[config.mk]
export PLATFORM = sky130hd
export DESIGN_NAME = cmp_seq_flat
export DESIGN_NICKNAME = d
export VERILOG_FILES = /design/src/rtl/cmp_seq_if.sv /design/src/rtl/cmp_seq.sv /design/src/flat_wrapper.sv
export SDC_FILE = /design/constraint.sdc
export NUM_CORES = 1
export LEC_CHECK = 0
export ABC_CLOCK_PERIOD_IN_PS = 2600
export CAP_MARGIN = 20
export CORE_ASPECT_RATIO = 1.5
export CORE_MARGIN = 1.5
export CORE_UTILIZATION = 25
export DETAILED_ROUTE_END_ITERATION = 16
export PLACE_DENSITY_LB_ADDON = 0.2
export SYNTH_ARGS = -nofsm -noshare
export SYNTH_HDL_FRONTEND = slang
export SYNTH_SLANG_ARGS = --single-unit
[constraint.sdc]
create_clock -name clk -period 2.6 [get_ports clk]
set_clock_uncertainty 0.15 [all_clocks]
set_input_delay 0.39 -clock clk [delete_from_list [all_inputs] [get_ports clk]]
set_output_delay 0.39 -clock clk [all_outputs]
set_load 0.02 [all_outputs]
[src/rtl/cmp_seq_if.sv]
// Handshake and operand bundle for the sequential comparator.
// The master side requests a compare and the slave side answers with registered results.
interface cmp_seq_if #(
  parameter int unsigned W = 16
) ();
  logic         start;
  logic         signed_mode;
  logic [W-1:0] a;
  logic [W-1:0] b;
  logic         ready;
  logic         done_tick;
  logic         aeqb;
  logic         agtb;
  logic         altb;

  modport master (
    output start, signed_mode, a, b,
    input  ready, done_tick, aeqb, agtb, altb
  );

  modport slave (
    input  start, signed_mode, a, b,
    output ready, done_tick, aeqb, agtb, altb
  );
endinterface

[src/rtl/cmp_seq.sv]
// Sequential W-bit magnitude/equality comparator, C bits per cycle, MSB chunk first.
// Stops on the first differing chunk; signed compares use offset-binary operands.
module cmp_seq #(
  parameter int unsigned W = 16,
  parameter int unsigned C = 4
) (
  input  logic     clk,
  input  logic     reset,
  cmp_seq_if.slave bus
);

  localparam int unsigned NumChunks = W / C;
  localparam int unsigned KW        = (NumChunks > 1) ? $clog2(NumChunks) : 1;
  localparam logic [KW-1:0] KTop    = KW'(NumChunks - 1);
  localparam logic [W-1:0] SignMask = W'(1) << (W - 1);

  if ((C < 1) || (C > W) || ((W % C) != 0)) begin : g_bad_params
    $error("cmp_seq: C must divide W and satisfy 1 <= C <= W");
  end

  typedef enum logic [1:0] {
    StIdle,
    StOp,
    StDone
  } state_e;

  state_e        state_q, state_d;
  logic [KW-1:0] k_q, k_d;
  logic [W-1:0]  a_q, a_d;
  logic [W-1:0]  b_q, b_d;
  logic          aeqb_q, aeqb_d;
  logic          agtb_q, agtb_d;
  logic          altb_q, altb_d;
  logic [C-1:0]  chunk_a, chunk_b;

  always_comb begin
    chunk_a = C'(a_q >> (32'(k_q) * C));
    chunk_b = C'(b_q >> (32'(k_q) * C));
  end

  always_comb begin
    state_d = state_q;
    k_d     = k_q;
    a_d     = a_q;
    b_d     = b_q;
    aeqb_d  = aeqb_q;
    agtb_d  = agtb_q;
    altb_d  = altb_q;

    unique case (state_q)
      StIdle: begin
        if (bus.start) begin
          // Flipping the sign bit maps two's-complement order onto unsigned order.
          a_d     = bus.signed_mode ? (bus.a ^ SignMask) : bus.a;
          b_d     = bus.signed_mode ? (bus.b ^ SignMask) : bus.b;
          k_d     = KTop;
          state_d = StOp;
        end
      end

      StOp: begin
        if (chunk_a != chunk_b) begin
          aeqb_d  = 1'b0;
          agtb_d  = (chunk_a > chunk_b);
          altb_d  = (chunk_a < chunk_b);
          state_d = StDone;
        end else if (k_q == '0) begin
          aeqb_d  = 1'b1;
          agtb_d  = 1'b0;
          altb_d  = 1'b0;
          state_d = StDone;
        end else begin
          k_d = k_q - 1'b1;
        end
      end

      StDone: begin
        state_d = StIdle;
      end

      default: begin
        state_d = StIdle;
      end
    endcase
  end

  always_ff @(posedge clk or posedge reset) begin
    if (reset) begin
      state_q <= StIdle;
      k_q     <= '0;
      a_q     <= '0;
      b_q     <= '0;
      aeqb_q  <= 1'b0;
      agtb_q  <= 1'b0;
      altb_q  <= 1'b0;
    end else begin
      state_q <= state_d;
      k_q     <= k_d;
      a_q     <= a_d;
      b_q     <= b_d;
      aeqb_q  <= aeqb_d;
      agtb_q  <= agtb_d;
      altb_q  <= altb_d;
    end
  end

  assign bus.ready     = (state_q == StIdle);
  assign bus.done_tick = (state_q == StDone);
  assign bus.aeqb      = aeqb_q;
  assign bus.agtb      = agtb_q;
  assign bus.altb      = altb_q;

endmodule

[src/flat_wrapper.sv]
// flat-port wrapper written by rule: the top's interface ports become plain ports
module cmp_seq_flat 
#(
  parameter int unsigned W = 16,
  parameter int unsigned C = 4
)
  (clk, reset, bus_start, bus_signed_mode, bus_a, bus_b, bus_ready, bus_done_tick, bus_aeqb, bus_agtb, bus_altb);
  cmp_seq_if #(.W(W)) bus_i ();
  input  logic clk;
  input  logic reset;
  input wire logic [$bits(bus_i.start)-1:0] bus_start;
  input wire logic [$bits(bus_i.signed_mode)-1:0] bus_signed_mode;
  input wire logic [$bits(bus_i.a)-1:0] bus_a;
  input wire logic [$bits(bus_i.b)-1:0] bus_b;
  output wire logic [$bits(bus_i.ready)-1:0] bus_ready;
  output wire logic [$bits(bus_i.done_tick)-1:0] bus_done_tick;
  output wire logic [$bits(bus_i.aeqb)-1:0] bus_aeqb;
  output wire logic [$bits(bus_i.agtb)-1:0] bus_agtb;
  output wire logic [$bits(bus_i.altb)-1:0] bus_altb;
  assign bus_i.start = bus_start;
  assign bus_i.signed_mode = bus_signed_mode;
  assign bus_i.a = bus_a;
  assign bus_i.b = bus_b;
  assign bus_ready = bus_i.ready;
  assign bus_done_tick = bus_i.done_tick;
  assign bus_aeqb = bus_i.aeqb;
  assign bus_agtb = bus_i.agtb;
  assign bus_altb = bus_i.altb;
  cmp_seq #(.W(W), .C(C)) u_core (.clk(clk), .reset(reset), .bus(bus_i));
endmodule
==> Yosys cells after proc, flatten, opt, wreduce, memory -nomap -nowiden <==
Cells that the tools add are included.
{ "word_totals": {"elab_cells": 44, "register_bits": 39, "input_bits": 36} }
{ "op_classes": {"n_lt_le_gt_ge": 2, "shifts": 2, "add_sub_neg": 1, "n_bitwise": 2, "n_mux": 15, "n_eq_ne": 7, "n_reduce_logical": 8} }
{ "op_table": {"columns": ["cell", "n"], "rows": [
  ["16-bit two-way mux", 2],
  ["16-bit by 4-bit >> shifter with 4-bit output", 2],
  ["2-bit two-way mux", 6],
  ["2-bit case mux with 2 select lines", 2],
  ["2-bit != test, second input constant", 3],
  ["2-bit AND reduction", 3],
  ["1-bit two-way mux", 5],
  ["4-bit greater-than comparator", 1],
  ["2-bit logical NOT", 2],
  ["4-bit less-than comparator", 1],
  ["4-bit != test", 1],
  ["4-bit AND reduction", 1],
  ["2-bit nonzero test", 2],
  ["3-bit by 1-bit != test with 1-bit output, second input constant", 1],
  ["2-bit by 1-bit == test with 1-bit output, second input constant", 1],
  ["2-bit == test, second input constant", 1],
  ["1-bit NOT", 2],
  ["2-bit by 1-bit subtractor with 2-bit output, second input constant", 1]
]} }

==> Logic depth before layout (Yosys ltp) <==
{ "depth": {"word_depth": 4, "ltp_mapped": 8, "ltp_nobuf": 7} }

==> Worst setup path before layout <==
No wires, ideal clock.
{ "synth_path": {"path_type": "register to register", "from": "reg u_core.k_q[0]", "to": "reg u_core.aeqb_q, in the netlist u_core.bus.aeqb", "t_required_ns": 2.331, "period_less_slack_ns": 2.231, "path_buffers": 1, "arrival_time_ns": 1.962, "setup_ns": 0.119, "path_slack_ns": 0.369, "path_stages_with_launch": 8, "path_cell_list": "dfrtp_1 buf_4 mux4_2 ha_1 nand4_1 o21ai_1 inv_1 o21a_1"} }
{ "synth_between": {"elab_chain_len": 4} }
{ "synth_rtl": {"columns": ["item", "line_no", "text"], "rows": [
  ["from (decl)", "cmp_seq.sv:28", "logic [KW-1:0] k_q, k_d;"],
  ["from (signal assigned)", "cmp_seq.sv:98", "k_q <= k_d;"],
  ["16-bit by 4-bit >> shifter with 4-bit output (on tied branches)", "cmp_seq.sv:37, cmp_seq.sv:38", null],
  ["4-bit != test", "cmp_seq.sv:62", "if (chunk_a != chunk_b) begin"],
  ["2-bit nonzero test (no source line)", null, null],
  ["2-bit AND reduction (no source line)", null, null],
  ["to (signal assigned)", "cmp_seq.sv:101", "aeqb_q <= aeqb_d;"],
  ["to (decl)", "cmp_seq.sv:31", "logic aeqb_q, aeqb_d;"]
]} }
Several ways; a longest one is shown, not always the timed one.
A chain may end at the register's enable or synchronous reset.

==> Worst setup path after layout <==
{ "layout_path": {"from": "reg u_core.k_q[0]", "to": "reg u_core.k_q[0]"} }
{ "layout_between": {"elab_chain_len": 4} }
{ "layout_rtl": {"columns": ["item", "line_no", "text"], "rows": [
  ["16-bit by 4-bit >> shifter with 4-bit output, or another cell as far along", "cmp_seq.sv:37", "chunk_a = C'(a_q >> (32'(k_q) * C));"],
  ["4-bit != test or 2-bit two-way mux (tied branches)", "cmp_seq.sv:62, cmp_seq.sv:67", null],
  ["2-bit != test (no source line) or 2-bit two-way mux (tied branches)", null, null],
  ["4-bit AND reduction (no source line) or 2-bit case mux with 2 select lines (tied branches)", null, null]
]} }
Several ways; a longest one is shown, not always the timed one. The select of a mux whose other input is x is not followed.

==> impl_metrics.toml <==
[run_status]
status = "completed"

[global_route]
gr-usage-met1_pct = 11.48
grt_util_met3_pct = 2.455
grt_pass1_vias = 1293
antenna_found_initial = 0
grt_first_pass_wirelength_mm = 6.320
overflow = 0
grt_usage_pct = 10.40
grt_max_degree = 40
grt_use_met2_pct = 18.75
busiest_layer = "met2"

[floorplanning]
dieArea_um2 = 8213
die_w_um = 74.50
core_area_um2 = 7322
fp.dieH_um = 110.2
io_pins = 41
rows = 38
initial_utilization_pct = 26.18

[timing]
setup_ws_ns = 0.2537
max_freq_ghz = 0.4262
setup_viol = 0
max_slew_margin_pct = 59.54
rsz0062_at_grt = "false"
fin_crit_sh_pct = 90.24
hold_viol = 0
drv_slew = 0
fin_crit_ns = 2.346
setup_tns_ns = 0
worstMarginPinSlew_ns = 0.6070

[layout]
synthToLayoutAreaGrowth_pct = 30.61
final_cells = 268
n_antenna_cell = 0
nNetsFinal = 208
drive_gt1_share_pct = 30.36
finish.utilization_pct = 34.19

[placement]
io_buffers = 40
dp.cells = 260
place_worst_setup_slack_ns = 0.2336
gp_congestion = 0.6798
dp_hpwl_mm = 2.827

[drt]
drc_errors = 0
wl_mm = 3.748
ant_nets = 0
detail_route.iter0.violations = 38
drt-pass1-iter-count = 4
wl_per_cell_um = 13.99
viasPerCell = 4.187
vias = 1122

[synth]
ys_ff_latch = 39
synth_fp_nets = 165
yosysWarningCount = 0
synth_area_um2 = 1917
netlist_instances = 124
ys_types = 25
ys_seq_area_share_pct = 50.91
syn_area_per_cell_um2 = 15.46

[pwr]
powerDensity_nw_per_um2 = 1108
power_mw = 2.773
irDropWorstVdd_mv = 0.3143
leakagePower_nw = 1.102

[setup_path]
crit_type = "reg2reg"
worstSetupStartpointType = "flop"
crit_fanout = 11
worstSetupEndpointType = "flop"
crit_required_ns = 2.66
critPathArrivalTime_ns = 2.41

[clocking]
cts_buffers = 5
ctsResizeCount = 0
clkTransAtPathRegs_ns = 0.08
cts_tree = "built"
root_buffer = "clkbuf_8"
cts_sinks = 39
cts_htree_levels = 2
clockBufferDepth = 2
clk_latency_ns = 0.29
holdBufCountCts = 0
post-cts-setup-buffers = 0

[run]
maxCapViolations = 0

[min_path]
worstHoldPathType = "reg2reg"
## critical path, cell delays in order, from the launching register on
cell,delay (ns)
dfrtp_1,0.37
buf_12,0.15
mux4_2,0.50
ha_1,0.33
nand4_1,0.20
nor3b_2,0.36
nor3_1,0.08
a21oi_1,0.13
## per-stage QoR
stage	hold slack [ns]	area (um2)
after floorplan	0.3251	1917
after global placement	0.3273	2391
after detailed placement	0.3273	2391
after CTS	0.3455	2504
after global routing	0.3648	2504
final	0.3339	2504
## power breakdown
part           total [mW]  switching, mW  internal (mW)
clock network       0.498          0.212          0.286
registers            1.09          0.186          0.905
logic                1.18          0.443          0.742
total                2.77          0.841           1.93
## placed cells by master, fill, tap and decap left out, drive strengths merged, types with 3 or more instances in the layout
master         netlist  final
dfrtp               39     39
clkdlybuf4s50        0     40
nand2                3      3
clkbuf               0      5
a21oi                6      6
nor2                 3      3
inv                  9      9
ha                   5      5
mux2                30     30
mux4                 8      8
o21ai                3      3
## Yosys cell counts
| library cell | number | area (um2) |
|---|---|---|
| inv_1 | 9 | 33.78 |
| buf_12 | 2 | 40.04 |
| nor2_1 | 3 | 11.26 |
| and2b_1 | 2 | 15.01 |
| o21ai_0 | 2 | 10.01 |
| a32o_1 | 1 | 10.01 |
| mux2_4 | 23 | 345.3 |
| nand4_1 | 1 | 6.260 |
| mux2_2 | 7 | 78.83 |
| buf_2 | 1 | 5.000 |
| ha_1 | 5 | 62.56 |
| nor3_1 | 2 | 10.01 |
| buf_4 | 1 | 7.510 |
| mux4_2 | 8 | 180.2 |
| dfrtp_1 | 39 | 975.9 |
| o21a_1 | 1 | 7.510 |
| buf_6 | 1 | 11.26 |
| nor3b_2 | 1 | 12.51 |
| buf_8 | 1 | 15.01 |
| and2_4 | 1 | 8.760 |
| nand2_1 | 3 | 11.26 |
| xnor2_1 | 2 | 17.52 |
| or2_2 | 1 | 6.260 |
| o21ai_1 | 1 | 5.000 |
| a21oi_1 | 6 | 30.03 |
## cell families after synthesis
logic type      Yosys count  share of synthesized area [%]
fa+ha+maj                 5                          3.264
compound gates           11                          3.264
xor+xnor                  2                         0.9140
mux                      38                          31.53
flops                    39                          50.91
simple gates             14                          4.243
buf+inv                  15                          5.874
## path summary, 6_finish.rpt
| kind | start | end | slack (ns) | cells after the start |
|---|---|---|---|---|
| setup reg to reg | u_core.k_q[0] | u_core.k_q[0] | 0.25 | 7 |
| hold / removal | u_core.bus.altb | u_core.bus.altb | 0.33 | 2 |
| hold reg to reg | u_core.bus.altb | u_core.bus.altb | 0.33 | 2 |
| setup / recovery | u_core.k_q[0] | u_core.k_q[0] | 0.25 | 7 |
| max in group asynchronous | reset | u_core.b_q[15] | 1.59 | 3 |
| min in group asynchronous | reset | u_core.b_q[10] | 0.36 | 3 |
## layer usage
layer  vias up  share of wire, %
li1        522                 -
met1       574                39
met2        22                56
met3         4               3.5
met4         0              0.96
met5         -                 0
## cell type report
class / count / area [um2]
clock buffers: 5 / 68.82
clock inverters: 3 / 43.79
fillers: 757 / 4818
inverters: 9 / 33.78
multi-input cells: 70 / 828.3
flip-flops and latches: 39 / 975.9
well taps: 100 / 125.1
repair buffers: 42 / 427.9
## sequential cells by signal, summed over array words and instances (netlist names)
register         count
u_core.a_q          16
u_core.b_q          16
u_core.bus.aeqb      1
u_core.bus.agtb      1
u_core.bus.altb      1
u_core.k_q           2
u_core.state_q       2
Power figures use the tool's default switching activity.
